### src/rtl/pe_conv_ctrl_pkg.sv
// Shared types and helpers for the PE row-convolution controller.
// Holds the controller state encoding, default widths and the window-fit test.
package pe_ctrl_pkg;

   localparam int unsigned IF_ADDR_W_DEF = 4;
   localparam int unsigned F_ADDR_W_DEF  = 2;
   localparam int unsigned OUT_W_DEF     = 4;

   typedef enum logic [2:0] {
      ST_IDLE,
      ST_CHECK,
      ST_CLEAR,
      ST_MAC,
      ST_WRITE,
      ST_DONE
   } state_t;

   // True when a window of f taps starting at base ends at or before last.
   // Callers zero-extend; 16 bits leaves headroom so an overflowed base never fits.
   function automatic logic fits(input logic [15:0] base,
                                 input logic [15:0] f,
                                 input logic [15:0] last);
      logic [15:0] w_end;
      w_end = base + f - 16'd1;
      return (w_end <= last);
   endfunction

endpackage

### src/rtl/pe_conv_ctrl_if.sv
// Configuration, handshake and datapath-control bundle between the
// PE-array driver (master) and the convolution controller (slave).
interface pe_conv_ctrl_if
   import pe_ctrl_pkg::*;
#(
   parameter int unsigned IF_ADDR_W = IF_ADDR_W_DEF,
   parameter int unsigned F_ADDR_W  = F_ADDR_W_DEF,
   parameter int unsigned OUT_W     = OUT_W_DEF
);
   logic                 i_start;
   logic [F_ADDR_W:0]    i_filter_size;
   logic [IF_ADDR_W-1:0] i_stride;
   logic [IF_ADDR_W-1:0] i_ifmap_last;
   logic                 i_if_ready;
   logic                 i_psum_ready;

   logic [IF_ADDR_W-1:0] o_ifmap_addr;
   logic [F_ADDR_W-1:0]  o_filter_addr;
   logic                 o_mac_en;
   logic                 o_acc_clr;
   logic                 o_psum_valid;
   logic [OUT_W-1:0]     o_out_idx;
   logic                 o_busy;
   logic                 o_done;
   logic                 o_cfg_err;

   modport master (
      output i_start, i_filter_size, i_stride, i_ifmap_last, i_if_ready, i_psum_ready,
      input  o_ifmap_addr, o_filter_addr, o_mac_en, o_acc_clr, o_psum_valid,
      input  o_out_idx, o_busy, o_done, o_cfg_err
   );

   modport slave (
      input  i_start, i_filter_size, i_stride, i_ifmap_last, i_if_ready, i_psum_ready,
      output o_ifmap_addr, o_filter_addr, o_mac_en, o_acc_clr, o_psum_valid,
      output o_out_idx, o_busy, o_done, o_cfg_err
   );
endinterface

### src/rtl/pe_conv_ctrl_tap_cnt.sv
// Filter tap counter: synchronous clear, load, enable and terminal-count
// flag when the count equals i_last.
module pe_tap_cnt #(
   parameter int unsigned W = 3
) (
   input  logic         i_clk,
   input  logic         i_rst,
   input  logic         i_clr,
   input  logic         i_ld,
   input  logic [W-1:0] i_ld_val,
   input  logic         i_en,
   input  logic [W-1:0] i_last,
   output logic [W-1:0] o_cnt,
   output logic         o_tc
);
   logic [W-1:0] r_cnt;

   always_ff @(posedge i_clk) begin
      if (i_rst || i_clr) begin
         r_cnt <= '0;
      end else if (i_ld) begin
         r_cnt <= i_ld_val;
      end else if (i_en) begin
         r_cnt <= r_cnt + W'(1);
      end
   end

   assign o_cnt = r_cnt;
   assign o_tc  = (r_cnt == i_last);
endmodule

### src/rtl/pe_conv_ctrl.sv
// Row-convolution scheduler for one PE: walks filter taps per window,
// steps the ifmap window by the stride and hands finished psums to the writer.
module pe_conv_ctrl
   import pe_ctrl_pkg::*;
#(
   parameter int unsigned IF_ADDR_W = IF_ADDR_W_DEF,
   parameter int unsigned F_ADDR_W  = F_ADDR_W_DEF,
   parameter int unsigned OUT_W     = OUT_W_DEF
) (
   input logic           i_clk,
   input logic           i_rst,
   pe_conv_ctrl_if.slave bus
);
   localparam int unsigned FW = F_ADDR_W + 1;
   localparam int unsigned BW = IF_ADDR_W + 1;
   localparam logic [FW-1:0] F_MAX = FW'(1 << F_ADDR_W);

   state_t r_state, w_next;

   logic [FW-1:0]        r_f;
   logic [IF_ADDR_W-1:0] r_s;
   logic [IF_ADDR_W-1:0] r_last;
   logic [BW-1:0]        r_base;
   logic [OUT_W-1:0]     r_out_idx;
   logic                 r_err;

   logic [FW-1:0] w_k;
   logic          w_tc;
   logic          w_start;
   logic          w_cfg_bad;
   logic          w_fits;
   logic          w_accept;
   logic          w_k_clr;
   logic          w_k_en;

   assign w_start   = (r_state == ST_IDLE) && bus.i_start;
   assign w_cfg_bad = (r_f == '0) || (r_f > F_MAX) || (r_s == '0);
   assign w_fits    = fits(16'(r_base), 16'(r_f), 16'(r_last));
   assign w_accept  = (r_state == ST_WRITE) && bus.i_psum_ready;
   assign w_k_clr   = w_start || (r_state == ST_CLEAR);
   assign w_k_en    = (r_state == ST_MAC) && bus.i_if_ready && !w_tc;

   pe_tap_cnt #(.W(FW)) u_tap_cnt (
      .i_clk   (i_clk),
      .i_rst   (i_rst),
      .i_clr   (w_k_clr),
      .i_ld    (1'b0),
      .i_ld_val('0),
      .i_en    (w_k_en),
      .i_last  (r_f - FW'(1)),
      .o_cnt   (w_k),
      .o_tc    (w_tc)
   );

   always_ff @(posedge i_clk) begin
      if (i_rst) begin
         r_state <= ST_IDLE;
      end else begin
         r_state <= w_next;
      end
   end

   // base is one bit wider than the ifmap address so base+S never wraps into a fit
   always_ff @(posedge i_clk) begin
      if (i_rst) begin
         r_f       <= '0;
         r_s       <= '0;
         r_last    <= '0;
         r_base    <= '0;
         r_out_idx <= '0;
         r_err     <= 1'b0;
      end else begin
         if (w_start) begin
            r_f       <= bus.i_filter_size;
            r_s       <= bus.i_stride;
            r_last    <= bus.i_ifmap_last;
            r_base    <= '0;
            r_out_idx <= '0;
         end
         if (w_accept) begin
            r_base    <= r_base + BW'(r_s);
            r_out_idx <= r_out_idx + OUT_W'(1);
         end
         if ((r_state == ST_CHECK) && w_cfg_bad) begin
            r_err <= 1'b1;
         end else if (r_state == ST_DONE) begin
            r_err <= 1'b0;
         end
      end
   end

   always_comb begin
      w_next           = r_state;
      bus.o_mac_en     = 1'b0;
      bus.o_acc_clr    = 1'b0;
      bus.o_psum_valid = 1'b0;
      bus.o_done       = 1'b0;
      bus.o_cfg_err    = 1'b0;
      bus.o_busy       = (r_state != ST_IDLE);
      case (r_state)
         ST_IDLE:  if (bus.i_start) w_next = ST_CHECK;
         ST_CHECK: begin
            if (w_cfg_bad || !w_fits) w_next = ST_DONE;
            else                      w_next = ST_CLEAR;
         end
         ST_CLEAR: begin
            bus.o_acc_clr = 1'b1;
            w_next        = ST_MAC;
         end
         ST_MAC: begin
            bus.o_mac_en = bus.i_if_ready;
            if (bus.i_if_ready && w_tc) w_next = ST_WRITE;
         end
         ST_WRITE: begin
            bus.o_psum_valid = 1'b1;
            if (bus.i_psum_ready) w_next = ST_CHECK;
         end
         ST_DONE: begin
            bus.o_done    = 1'b1;
            bus.o_cfg_err = r_err;
            w_next        = ST_IDLE;
         end
         default: w_next = ST_IDLE;
      endcase
   end

   assign bus.o_ifmap_addr  = IF_ADDR_W'(r_base + BW'(w_k));
   assign bus.o_filter_addr = w_k[F_ADDR_W-1:0];
   assign bus.o_out_idx     = r_out_idx;
endmodule

### src/flat_wrapper.sv
// flat-port wrapper written by rule: the top's interface ports become plain ports
module pe_conv_ctrl_flat import pe_ctrl_pkg::*;
#(
   parameter int unsigned IF_ADDR_W = IF_ADDR_W_DEF,
   parameter int unsigned F_ADDR_W  = F_ADDR_W_DEF,
   parameter int unsigned OUT_W     = OUT_W_DEF
)
  (i_clk, i_rst, bus_i_start, bus_i_filter_size, bus_i_stride, bus_i_ifmap_last, bus_i_if_ready, bus_i_psum_ready, bus_o_ifmap_addr, bus_o_filter_addr, bus_o_mac_en, bus_o_acc_clr, bus_o_psum_valid, bus_o_out_idx, bus_o_busy, bus_o_done, bus_o_cfg_err);
  pe_conv_ctrl_if #(.IF_ADDR_W(IF_ADDR_W), .F_ADDR_W(F_ADDR_W), .OUT_W(OUT_W)) bus_i ();
  input logic i_clk;
  input logic i_rst;
  input wire logic [$bits(bus_i.i_start)-1:0] bus_i_start;
  input wire logic [$bits(bus_i.i_filter_size)-1:0] bus_i_filter_size;
  input wire logic [$bits(bus_i.i_stride)-1:0] bus_i_stride;
  input wire logic [$bits(bus_i.i_ifmap_last)-1:0] bus_i_ifmap_last;
  input wire logic [$bits(bus_i.i_if_ready)-1:0] bus_i_if_ready;
  input wire logic [$bits(bus_i.i_psum_ready)-1:0] bus_i_psum_ready;
  output wire logic [$bits(bus_i.o_ifmap_addr)-1:0] bus_o_ifmap_addr;
  output wire logic [$bits(bus_i.o_filter_addr)-1:0] bus_o_filter_addr;
  output wire logic [$bits(bus_i.o_mac_en)-1:0] bus_o_mac_en;
  output wire logic [$bits(bus_i.o_acc_clr)-1:0] bus_o_acc_clr;
  output wire logic [$bits(bus_i.o_psum_valid)-1:0] bus_o_psum_valid;
  output wire logic [$bits(bus_i.o_out_idx)-1:0] bus_o_out_idx;
  output wire logic [$bits(bus_i.o_busy)-1:0] bus_o_busy;
  output wire logic [$bits(bus_i.o_done)-1:0] bus_o_done;
  output wire logic [$bits(bus_i.o_cfg_err)-1:0] bus_o_cfg_err;
  assign bus_i.i_start = bus_i_start;
  assign bus_i.i_filter_size = bus_i_filter_size;
  assign bus_i.i_stride = bus_i_stride;
  assign bus_i.i_ifmap_last = bus_i_ifmap_last;
  assign bus_i.i_if_ready = bus_i_if_ready;
  assign bus_i.i_psum_ready = bus_i_psum_ready;
  assign bus_o_ifmap_addr = bus_i.o_ifmap_addr;
  assign bus_o_filter_addr = bus_i.o_filter_addr;
  assign bus_o_mac_en = bus_i.o_mac_en;
  assign bus_o_acc_clr = bus_i.o_acc_clr;
  assign bus_o_psum_valid = bus_i.o_psum_valid;
  assign bus_o_out_idx = bus_i.o_out_idx;
  assign bus_o_busy = bus_i.o_busy;
  assign bus_o_done = bus_i.o_done;
  assign bus_o_cfg_err = bus_i.o_cfg_err;
  pe_conv_ctrl #(.IF_ADDR_W(IF_ADDR_W), .F_ADDR_W(F_ADDR_W), .OUT_W(OUT_W)) u_core (.i_clk(i_clk), .i_rst(i_rst), .bus(bus_i));
endmodule
### config.mk
export PLATFORM = sky130hd
export DESIGN_NAME = pe_conv_ctrl_flat
export DESIGN_NICKNAME = d
export VERILOG_FILES = /design/src/rtl/pe_conv_ctrl_pkg.sv /design/src/rtl/pe_conv_ctrl_if.sv /design/src/rtl/pe_conv_ctrl_tap_cnt.sv /design/src/rtl/pe_conv_ctrl.sv /design/src/flat_wrapper.sv
export SDC_FILE = /design/constraint.sdc
export NUM_CORES = 1
export LEC_CHECK = 0
export CAP_MARGIN = 20
export CORE_MARGIN = 5
export CORE_UTILIZATION = 45
export DETAILED_ROUTE_END_ITERATION = 8
export PLACE_DENSITY = 0.7
export SLEW_MARGIN = 20
export SYNTH_ARGS = -nofsm -noshare
export SYNTH_HDL_FRONTEND = slang
export SYNTH_HIERARCHICAL = 1
export SYNTH_SLANG_ARGS = --single-unit
### constraint.sdc
create_clock -name i_clk -period 7.28 [get_ports i_clk]
set_input_delay 1.092 -clock i_clk [delete_from_list [all_inputs] [get_ports i_clk]]
set_output_delay 1.092 -clock i_clk [all_outputs]
set_load 0.005 [all_outputs]
**Word level (Yosys, flattened, before mapping)**

Index checks and enable logic that the tools add are counted.

- Bits in registers: 27
- Latch bits: 0
- Memory bits (writable): 0
- Bits in read-only memories: 0
- Output and inout port bits: 16
- Word-level logic and storage cells: 62
- Memories kept: 0

- $add $sub $neg: 7
- Multipliers: 0
- Div/mod/pow operators: 0
- Magnitude comparators: 2
- Equal/unequal tests: 9
- Shift operators: 0
- Mux-type cells: 16
- Bitwise logic cells: 0
- Reductions and logical operators: 20

Operators by type and width:

| operator | number |
|---|---|
| $le A16 B4 Y1 | 1 |
| $sub A16 B1 Y16 const B | 1 |
| $pmux W3 S5 | 1 |
| $mux W3 | 4 |
| $mux W5 | 2 |
| $mux W4 | 2 |
| $mux W1 | 7 |
| $add A5 B3 Y6 | 1 |
| $eq A3 B2 Y1 const B | 2 |
| $eq A3 B3 Y1 const B | 2 |
| $logic_and A1 B1 Y1 | 6 |
| $logic_not A3 Y1 | 2 |
| $ne A2 B2 Y1 const B | 3 |
| $add A5 B4 Y5 | 1 |
| $logic_or A1 B1 Y1 | 5 |
| $add A4 B1 Y4 const B | 1 |
| $add A4 B3 Y4 | 1 |
| $logic_not A4 Y1 | 1 |
| $reduce_bool A2 Y1 | 2 |
| $add A3 B1 Y3 const B | 1 |
| $eq A3 B1 Y1 const B | 1 |
| $eq A3 B3 Y1 | 1 |
| $gt A3 B3 Y1 const B | 1 |
| $reduce_and A3 Y1 | 1 |
| other kinds (3) | 4 |

**Logic depth before layout (Yosys ltp)**

Gate-level depths: netlist of run 1.

- Word-level depth: 7
- Depth in mapped cells: 12

**By module**

Netlist of run 1, hierarchy kept.

Modules (own cells, without submodules):

| module | instances | cells an instance | area an instance (um^2) | seq. area each (um^2) |
|---|---|---|---|---|
| pe_conv_ctrl | 1 | 203 | 1634.1 | 480.5 |
| pe_tap_cnt | 1 | 20 | 205.2 | 60.1 |

**Worst setup path after synthesis of run 1**

OpenSTA, ideal clock, no wires.

- Kind: register to register
- From: reg u_core.r_base[1]
- To: reg u_core.r_state[0]
- Library setup time: 0.134 ns
- Arrival time: 2.515 ns
- Required time: 7.146 ns
- Setup slack: 4.631 ns
- Cell stages (with the launch flop): 13
- Buffers on the path: 0
- Clock period less this slack: 2.649 ns
- Cells stage by stage: dfxtp_1 inv_1 ha_1 inv_1 ha_1 fa_1 xor2_1 ha_1 a21oi_1 a41o_1 nand4_1 o311ai_1 a21oi_1

- Cells in the longest elaborated chain, start to end: 7

Ends and longest elaborated chain:

| element | RTL line | source |
|---|---|---|
| start: declaration | pe_conv_ctrl.sv:23 | `logic [BW-1:0] r_base;` |
| start signal: assignment | pe_conv_ctrl.sv:81 | `r_base <= r_base + BW'(r_s);` |
| $add A5 B3 Y6 | pe_conv_ctrl_pkg.sv:24 | `w_end = base + f - 16'd1;` |
| $sub A16 B1 Y16 | pe_conv_ctrl_pkg.sv:24 |  |
| $le A16 B4 Y1 | pe_conv_ctrl_pkg.sv:25 | `return (w_end <= last);` |
| $logic_not A1 Y1 | pe_conv_ctrl.sv:103 | `if (w_cfg_bad \|\| !w_fits) w_next = ST_DONE;` |
| $logic_or A1 B1 Y1 | pe_conv_ctrl.sv:103 |  |
| $mux W3 | pe_conv_ctrl.sv:103 |  |
| $pmux W3 S5 | pe_conv_ctrl.sv:100 | `case (r_state)` |
| end signal: assignment | pe_conv_ctrl.sv:59 | `r_state <= w_next;` |
| end: declaration | pe_conv_ctrl.sv:18 | `state_t r_state, w_next;` |

No other way between the ends.
A chain may end at the register's enable or synchronous reset.

**Worst setup path in the final report of run 1**

- From: in bus_i_if_ready
- To: out bus_o_mac_en

- Cells in the longest elaborated chain, start to end: 1

Ends and longest elaborated chain:

| element | RTL line | source |
|---|---|---|
| start: declaration | flat_wrapper.sv:16 | `input wire logic [$bits(bus_i.i_if_ready)-1:0] bus_i_if_ready;` |
| $mux W1 | pe_conv_ctrl.sv:100 |  |
| end: declaration | flat_wrapper.sv:20 | `output wire logic [$bits(bus_i.o_mac_en)-1:0] bus_o_mac_en;` |

No other way between the ends.

==> reports/results.ini, run 1 <==
[finish]
fin_nets = 302
most-common-layout-cells = 35 x nand2_1, 31 x clkdlybuf4s50_1, 27 x dfxtp_1
layout_commonest_cell = nand2_1
drive_gt1_frac = 0.0425
area_delta_synth_final_pct = 22.4
antenna_cells = 0
nFillCells = 373

[floorplanning]
dieArea_sq_mm = 0.00547
die_height_um = 73.9
start_util = 0.463
rows = 23
core_area_sq_mm = 0.00397
die_x_um = 73.9
num_io_pins = 32

[place]
io_buffers = 31
dpl.hpwl_um = 2920
gp_congestion = 0.807

[cts]
cts_buffers = 3
cts_buffer_depth = 2
post_cts_buffers = 0
worstSkewPairLatency_ns = 0.27
cts_root_buf = clkbuf_8
tritoncts = built
ctsHtreeMaxLevel = 1
cts_sinks = 27
post_cts_resized = 0
path_clk_slew_ns = 0.08
cts_hold_buffers = 0

[yosys]
avgSynthCellArea_sq_um = 8.25
ys_ff_latch = 27
synth_flop_cell = dfxtp_1
ys_seq_area_frac = 0.294
synth_top_area_frac = 0.294
syn_inst = 223
synth-edff-count = 0
netlist_area_sq_mm = 0.00184
synth_cell_types = 44
ys_warn_count = 6
ys_top_cells_by_area = dfxtp_1 29%, ha_1 16%, nand2_1 7.1%
synth_area_leader_cell = dfxtp_1
async_flop_share = 0

[sta]
finalSetupViolCount = 0
maxSlewViolCount = 0
fmaxAchievable_mhz = 296
rsz0062_at_grt = no
finClkSkew_ns = 0.0107
hold_ws_ns = 0.458
relSlewSlack = 0.285
finalCritPeriodShare = 0.463
setup_tns_ns = 0
max_slew.worst_pin.slew_ns = 1.07
hold_violations = 0
finalCriticalPeriod_ns = 3.37

[setup_path]
end_kind = output port
worstRegToRegCells = 12
worst-path-buf-inv = 2
cp.required_ns = 6.19
ff2ff_setup_slack_ns = 4.29
start_kind = input port
crit_top_cell = clkdlybuf4s50_1
r2r_end = u_core/r_state[0]
crit_path_max_incr_delay_ns = 0.50
path_max_fanout = 3
crit_type = in2out
arrival_ns = 2.28
reg2reg_from = u_core/r_base[1]
worstPathCellList = clkdlybuf4s50_1 > nand2_1 > nor2_1 > clkdlybuf4s50_1
slowest_stage = clkdlybuf4s50_1
critPathTopFamily = buffers and inverters

[drt]
vias_per_cell = 5.14
drtPass1Iterations = 4
routed_wl_um = 3770
vias = 1588
wl_per_cell_um = 12.2
initialDrtViolationCount = 39
route.detailed.drc = 0
ant_nets = 0

[worst_hold_path]
min-delay-start = u_core/r_f[0]
hp-class = reg2reg
holdPathEnd = u_core/r_f[0]
hold_depth = 2

[global_routing]
grt_first_pass_wirelength_um = 6280
grt_max_degree = 28
track_usage = 0.143
first_global_vias = 1439
grt-ovfl-total = 0
antenna_found_initial = 0

[pwr]
power_mw = 0.349
power.leakage_nw = 0.932
power_density_mw_per_mm2 = 155
peakVddDrop_mv = 0.0824

[run_status]
outcome = complete, no violations

[flow_run]
drv_cap = 0

==> worst register-to-register path, cell delays in order (launching register included) <==
cell	delay, ns
dfxtp_1	0.45
inv_1	0.12
ha_1	0.28
inv_1	0.04
ha_1	0.22
fa_1	0.42
xor2_1	0.16
ha_1	0.31
a21oi_1	0.16
a41o_1	0.12
nand4_1	0.14
o311ai_1	0.32
a21oi_1	0.10
==> where the power goes <==
| group | total (mW) | switching [mW] | internal, mW |
|---|---|---|---|
| Combinational | 0.0974 | 0.0494 | 0.0480 |
| Clock | 0.0847 | 0.0456 | 0.0392 |
| Sequential | 0.167 | 0.0103 | 0.156 |
| Total | 0.349 | 0.105 | 0.244 |
==> layout make-up <==
cell class | instances | area (sq um) | share of cell area
well taps | 50 | 62.6 | 0.0278
inverters | 22 | 82.6 | 0.0367
clock buffers | 4 | 45.0 | 0.0200
repair buffers | 32 | 318 | 0.141
flip-flops and latches | 27 | 541 | 0.240
multi-input cells | 174 | 1200 | 0.534
==> state kept, by name (all words and copies together) (netlist names) <==
signal                  cells
u_core/r_base               5
u_core/bus.o_out_idx        4
u_core/r_last               4
u_core/r_s                  4
u_core/r_f                  3
u_core/r_state              3
u_core/u_tap_cnt/o_cnt      3
u_core/r_err                1
==> through the flow <==
step / instances / utilization / setup WS [ns] / instance area (sq um)
2_1_floorplan: 231 / - / 4.63 / 1870
3_3_place_gp: 305 / 0.555 / 3.92 / 2210
3_5_place_dp: 305 / 0.555 / 3.92 / 2210
4_1_cts: 309 / 0.567 / 3.91 / 2250
5_1_grt: 309 / 0.567 / 3.86 / 2250
6_report: 309 / 0.567 / 3.91 / 2250
==> cell usage after synthesis (2+ instances only) <==
cell type	instances
a2111oi_2	2
a211oi_1	2
a21o_1	4
a21oi_1	26
a31oi_1	3
and2_1	2
buf_2	2
clkbuf_1	4
dfxtp_1	27
fa_1	3
ha_1	23
inv_1	22
nand2_1	35
nand2b_1	4
nand3_1	6
nand4_1	2
nor2_1	8
nor2b_1	4
nor3_1	5
nor3b_1	3
nor4_1	2
or3_1	3
xnor2_1	5
xor2_1	6
==> how the worst max path moves through the flow <==
stage                           from                end  slack [ns]  depth (start not counted)
finish                bus_i_if_ready       bus_o_mac_en        3.91                          4
detailed placement    bus_i_if_ready       bus_o_mac_en        3.92                          4
floorplan           u_core/r_base[1]  u_core/r_state[0]        4.63                         12
CTS                   bus_i_if_ready       bus_o_mac_en        3.91                          4
global route          bus_i_if_ready       bus_o_mac_en        3.86                          4
global placement      bus_i_if_ready       bus_o_mac_en        3.92                          4
==> kinds of logic (layout without fill, tap and decap cells) <==
logic type                 after synthesis  in the layout  synth area share
AOI/OAI and AO/OA                       48             48             0.169
xor gates and xnor gates                11             11            0.0524
adders and majority gates               26             26             0.189
buffers and inverters                   30             58            0.0687
DFF                                     27             27             0.294
muxes                                    2              2            0.0136
other                                    1              9           0.00204
and+or+nand+nor                         78             78             0.211
==> layer usage <==
metal,part of all wire,GRT usage,vias to the layer above
met1,0.50,0.193,746
met2,0.47,0.239,15
met3,0.023,0.0176,2
met5,0,0,-
li1,-,-,825
met4,0.0050,0.0402,0
Note: power is estimated with default switching activity, not from simulation.
==> run 2, diff against run 1 <==
--- a/config.mk
+++ b/config.mk
@@ -9,7 +9,7 @@
 export CORE_MARGIN = 5
 export CORE_UTILIZATION = 45
 export DETAILED_ROUTE_END_ITERATION = 8
-export PLACE_DENSITY = 0.7
+export PLACE_DENSITY = 0.72
 export SLEW_MARGIN = 20
 export SYNTH_ARGS = -nofsm -noshare
 export SYNTH_HDL_FRONTEND = slang
==> constraint.sdc (replaced) <==
create_clock -name i_clk -period 2.75 [get_ports i_clk]
set_input_delay 0.4125 -clock i_clk [delete_from_list [all_inputs] [get_ports i_clk]]
set_output_delay 0.4125 -clock i_clk [all_outputs]
set_load 0.005 [all_outputs]
==> reports/results.ini, run 2 (synthesis results as in run 1) <==
[finish]
fin_nets = 306  ; was 302
largest_reg_flops = 5  ; unchanged
nFillCells = 373  ; unchanged
antenna_cells = 0  ; unchanged
regMostFlops = u_core/r_base  ; unchanged
area_delta_synth_final_pct = 25.4  ; was 22.4%
most-common-layout-cells = 35 x nand2_1, 31 x clkdlybuf4s50_1, 25 x a21oi_1, 25 x dfxtp_1  ; was 35 x nand2_1, 31 x clkdlybuf4s50_1, 27 x dfxtp_1
utilization = 0.581  ; was 0.567
layout_commonest_cell = nand2_1  ; unchanged
multiInputGateArea_sq_mm = 0.00122  ; was 0.00120 sq mm
seq_area_sq_um = 543  ; was 541 sq um
drive_gt1_frac = 0.0875  ; was 0.0425

[worst_hold_path]
hp-class = reg2reg  ; unchanged
hold_depth = 2  ; unchanged
min-delay-start = u_core/r_f[1]  ; was u_core/r_f[0]

[cts]
cts_root_buf = clkbuf_8  ; unchanged
path_clk_slew_ns = 0.10  ; was 0.08 ns
cts_buffers = 3  ; unchanged
worstSkewPairLatency_ns = 0.28  ; was 0.27 ns
cts_buffer_depth = 2  ; unchanged
tritoncts = built  ; unchanged
post_cts_buffers = 0  ; unchanged
cts_sinks = 27  ; unchanged
ctsHtreeMaxLevel = 1  ; unchanged

[floorplanning]
rows = 23  ; unchanged
num_io_pins = 32  ; unchanged
die_height_um = 73.9  ; unchanged
die_x_um = 73.9  ; unchanged
dieArea_sq_mm = 0.00547  ; unchanged
core_area_sq_mm = 0.00397  ; unchanged
start_util = 0.463  ; unchanged

[global_routing]
grt-ovfl-total = 0  ; unchanged
grt_first_pass_wirelength_um = 6640  ; was 6280 um
track_usage = 0.157  ; was 0.143
first_global_vias = 1462  ; was 1439
antenna_found_initial = 0  ; unchanged
grt_max_degree = 20  ; was 28

[pwr]
power.leakage_nw = 0.955  ; was 0.932 nW
pwr-share-comb = 0.292  ; was 0.279
seqPwrFrac = 0.466  ; was 0.478
p_sw_mw = 0.296  ; was 0.105 mW
p_int_mw = 0.651  ; was 0.244 mW
power_density_mw_per_mm2 = 411  ; was 155 mW/mm^2
peakVddDrop_mv = 0.251  ; was 0.0824 mV
clkPwrFrac = 0.242  ; was 0.243
p_sw_frac = 0.313  ; was 0.302

[setup_path]
worst-path-buf-inv = 2  ; unchanged
path_max_fanout = 3  ; unchanged
slowest_stage = fa_2  ; was clkdlybuf4s50_1
critPathTopFamily = adder cells  ; was buffers and inverters
reg2reg_from = u_core/r_base[1]  ; unchanged
critPathLaunch = u_core/r_base[1]  ; was bus_i_if_ready
crit_path_end = u_core/r_state[0]  ; was bus_o_mac_en
start_kind = register  ; was input port
worstPathCellList = inv_1 > ha_1 > inv_1 > ha_2 > fa_2 > xor2_1 > ha_1 > a21oi_2 > a41o_1 > nand4_1 > o311ai_2 > a21oi_1  ; was clkdlybuf4s50_1 > nand2_1 > nor2_1 > clkdlybuf4s50_1
crit_path_max_incr_delay_ns = 0.36  ; was 0.50 ns
worstRegToRegCells = 12  ; unchanged
ff2ff_setup_slack_ns = 0.09  ; was 4.29 ns
cp.required_ns = 2.89  ; was 6.19 ns
end_kind = register  ; was output port
arrival_ns = 2.80  ; was 2.28 ns
r2r_end = u_core/r_state[0]  ; unchanged
crit_type = reg2reg  ; was in2out
path_depth = 12  ; was 4

[drt]
routed_wl_um = 4080  ; was 3770 um
route.detailed.drc = 0  ; unchanged
drtPass1Iterations = 4  ; unchanged
wl_per_cell_um = 13.0  ; was 12.2 um
ant_nets = 0  ; unchanged
vias_per_cell = 4.95  ; was 5.14
vias = 1548  ; was 1588
initialDrtViolationCount = 51  ; was 39

[place]
io_buffers = 31  ; unchanged
dpl.hpwl_um = 3090  ; was 2920 um
gp_congestion = 0.862  ; was 0.807
dpl_worst_slack_ns = 0.0481  ; was 3.92 ns

[sta]
finalSetupViolCount = 0  ; unchanged
finalCritPeriodShare = 0.966
finClkSkew_ns = 0.0106  ; was 0.0107 ns
hold_ws_ns = 0.453  ; was 0.458 ns
hold_violations = 0  ; unchanged
maxSlewViolCount = 0  ; unchanged
finalCriticalPeriod_ns = 2.66
setup_ws_ns = 0.0935  ; was 3.91 ns
fmaxAchievable_mhz = 376
max_slew.worst_pin.slew_ns = 0.732  ; was 1.07 ns
relSlewSlack = 0.511  ; was 0.285

[run_status]
outcome = complete, no violations  ; unchanged

[flow_run]
drv_cap = 0  ; unchanged

==> run 2: repair_timing <==
| item | 4_1_cts | 5_1_grt |
|---|---|---|
| hold buffers | 0 | 0 |
| resized for setup | 0 | 7 |
| setup endpoints to repair | 0 | 3 |
==> run 2: stage by stage <==
step           cells  TNS (ns)  total power, mW  area (sq um)
2_1_floorplan    231         0            0.621          1870
3_3_place_gp     309         0            0.711          2240
3_5_place_dp     309         0            0.716          2240
4_1_cts          313         0            0.946          2280
5_1_grt          313   -0.0321             1.01          2310
6_report         313         0            0.947          2310
==> run 2: worst min path at each step <==
stage,endpoint
after floorplan,u_core/r_last[0]
after global placement,u_core/r_f[1]
after detailed placement,u_core/r_f[1]
after CTS,u_core/r_f[1]
after global routing,u_core/r_f[1]
final,u_core/r_f[1]
==> run 2: area by class of cell <==
class | count | share of cell area
inverters | 22 | 0.0358
clock buffers | 3 | 0.0179
multi-input cells | 174 | 0.531
repair buffers | 36 | 0.151
clock inverters | 1 | 0.00217
well taps | 50 | 0.0271
flip-flops and latches | 27 | 0.235
==> run 2: worst min-delay path, cell delays in order (launching register included) <==
cell,delay [ns]
dfxtp_2,0.32
nand2_1,0.05
a21oi_1,0.05
==> run 2: power groups by stage <==
stage,registers (mW),logic [mW],clock network [mW]
6_report,0.441,0.276,0.229
5_1_grt,0.446,0.310,0.255
3_5_place_dp,0.450,0.266,0
2_1_floorplan,0.440,0.181,0
3_3_place_gp,0.449,0.262,0
4_1_cts,0.441,0.267,0.239
==> run 2: layer usage <==
metal / GRT usage / part of all wire / vias up
met2: 0.258 / 0.47 / 22
met1: 0.210 / 0.48 / 692
met5: 0 / 0 / -
li1: - / - / 830
met3: 0.0203 / 0.035 / 4
met4: 0.0604 / 0.011 / 0
==> variant: new RTL, settings of run 2 <==
Make the reset (`i_rst`) asynchronous in 2 clocked blocks.
--- a/src/rtl/pe_conv_ctrl.sv
+++ b/src/rtl/pe_conv_ctrl.sv
@@ -53,5 +53,5 @@
    );
 
-   always_ff @(posedge i_clk) begin
+   always_ff @(posedge i_clk or posedge i_rst) begin
       if (i_rst) begin
          r_state <= ST_IDLE;
@@ -62,5 +62,5 @@
 
    // base is one bit wider than the ifmap address so base+S never wraps into a fit
-   always_ff @(posedge i_clk) begin
+   always_ff @(posedge i_clk or posedge i_rst) begin
       if (i_rst) begin
          r_f       <= '0;
Behaviour: differs if i_rst is asserted again (counterexample within 4 cycles, from zero or initial values and one cycle with i_rst high); with i_rst held inactive, the same outputs for 10 cycles.
==> variant against run 2 <==
Maximum frequency down 7.9%; count of clock-buffer cells in the layout unchanged; synthesized cell count fell by 18%; non-clock buffer count increased by 14; sequential cell count is the same; cell count fell by 7.3%; design area is 10% higher; routed wire length down 2.8%; first-iteration DRC count down 33%; the flow now finishes with violations (setup timing); synthesized area is 3.9% higher; worst setup slack got worse by 0.23 ns.
Power is left out: it rests on default switching activity, and per cell area and clock period it moved more than threefold.
==> variant: results (changes against run 2) <==
status=complete, but fails checks (was finished clean); failing checks=setup timing; CTS Root Cell=clkbuf_8 (unchanged); hpwl dp=3151 µm (was 3088 µm); total CTS buffers=3 (unchanged); First DRT Iteration DRCs=34 (was 51); first-pass GRT wire length=6396 µm (was 6637 µm); Async S/R FF share, synth=0.8889 (was 0); largest net degree at the start of global routing=20 (unchanged); DRT Wirelength=3964 µm (was 4080 µm); Max Clock Skew=0.004450 ns (was 0.01056 ns); CP arrival=3.06 ns (was 2.80 ns); # diodes=0 (unchanged); worst-path fanout max=3 (unchanged); Avg WL per Cell=13.67 µm (was 13.04 µm); Synth area leaders=dfrtp_1 (31%), ha_1 (15%), mux2_2 (7.1%) (was dfxtp_1 (29%), ha_1 (16%), nand2_1 (7.1%)); initial antenna violation count=0 (unchanged); worst slack at placement=-0.2116 ns (was 0.04815 ns); CP peak stage delay=0.40 ns (was 0.36 ns); worst-skew pair later-pin latency=0.28 ns (about the same); CTS Buffer Depth=2 (unchanged); overall via count from detail_route=1472 (was 1548); drt first pass iters=4 (unchanged); Compound-Gate Fraction of Synth Area=0.1428 (was 0.1694); fraction of layout cells with a size suffix above 1=0.2333 (was 0.08745); Worst R2R Path Depth=11 (was 12); Worst path slowest cell=or4_1 (was fa_2); Hold Path Class=input port to asynchronous set/reset pin (was flip-flop to flip-flop); Final GP Congestion=0.7683 (was 0.8624); XOR/XNOR Fraction of Synth Area=0.04584 (was 0.05238); Total GRT Usage=0.1489 (was 0.1571); reg2reg start=u_core/r_base[1] (unchanged); Cells after DPL=280 (was 309); sequential share of the synthesized area=0.3458 (was 0.2939); kind of critical path=flip-flop to flip-flop (unchanged); setup slack after layout=-0.1339 ns (was 0.09350 ns); adder-cell share of the synthesized area=0.1821 (was 0.1891); Max transition margin=0.6286 (was 0.5107); dpl cell area=2420 µm² (was 2236 µm²); CTS H-tree depth=1 (unchanged); fill cell count=355 (was 373); vias in the first global route=1416 (was 1462); Ys Warns=6 (unchanged); average size of a mapped cell=10.50 µm² (was 8.248 µm²); Setup violations, final=2 (was 0); synth cell count leaders=inv_1 (25), dfrtp_1 (24), ha_1 (23), mux2_2 (12), o21ai_0 (8) (was nand2_1 (35), dfxtp_1 (27), a21oi_1 (26), ha_1 (23), inv_1 (22)); post-synth cell types=47 (was 44); Largest Register=u_core/r_base (unchanged); Synth Flop Type=dfrtp_1 (was dfxtp_1); Largest register FFs=5 (unchanged); I/O Buffers=31 (unchanged); fraction of synthesized area in multiplexers=0.07597 (was 0.01361); RR Endpoint=u_core/r_state[2] (was u_core/r_state[0]); Clk pin slew, worst setup/hold paths=0.10 ns (about the same)
-- variant: changes by cell type after synthesis, moves of 4 or more --
cell and delta:
a21oi_1 -21, a22o_1 +6, dfrtp_1 +24, dfxtp_1 -24
mux2_2 +12, nand2_1 -29, nor3_1 -4, o21ai_0 +7
-- variant: repair_timing --
| item | CTS | global route |
|---|---|---|
| setup buffers | 2 | 4 |
| setup endpoints to repair | 2 | 3 |
| gates resized for setup | 2 | 6 |
| hold buffers | 0 | 0 |
| pin swaps | 6 | 2 |
| gates cloned | 0 | 0 |
-- variant: routing by layer --
metal / up-vias / global-route usage / routed length [µm]
met1: 685 / 0.1814 / 1747
met4: 0 / 0.04078 / 51
met3: 6 / 0.02804 / 170
li1: 751 / - / -
met2: 30 / 0.2679 / 1994
met5: - / 0 / 0
-- variant: critical path, delay by kind of cell, from the launching register on --
kind	cells	cell delay, ns
xor+xnor	1	0.16
buf+inv	2	0.09
compound gates	3	0.67
flops	1	0.38
fa+ha+maj	4	1.07
simple gates	1	0.40
-- variant: layout make-up --
cell class / instances / area (µm²) / share of cell area
multi-input cells: 134 / 1214 / 0.4778
inverters: 25 / 93.84 / 0.03695
flip-flops and latches: 27 / 660.6 / 0.2601
clock inverters: 1 / 8.758 / 0.003448
well taps: 50 / 62.56 / 0.02463
clock buffers: 3 / 41.29 / 0.01626
repair buffers: 50 / 459.2 / 0.1808
-- variant: metrics by stage --
| stage | utilization | hold WS [ns] | TNS [ns] |
|---|---|---|---|
| final | 0.6260 | 0.4810 | -0.2374 |
| after global placement | 0.5964 | 0.4702 | -0.1633 |
| after detailed placement | 0.5964 | 0.4869 | -0.3600 |
| after floorplan | - | 0.4271 | -0.1856 |
| after CTS | 0.6139 | 0.4809 | -0.1343 |
| after global routing | 0.6260 | 0.5051 | -0.5054 |
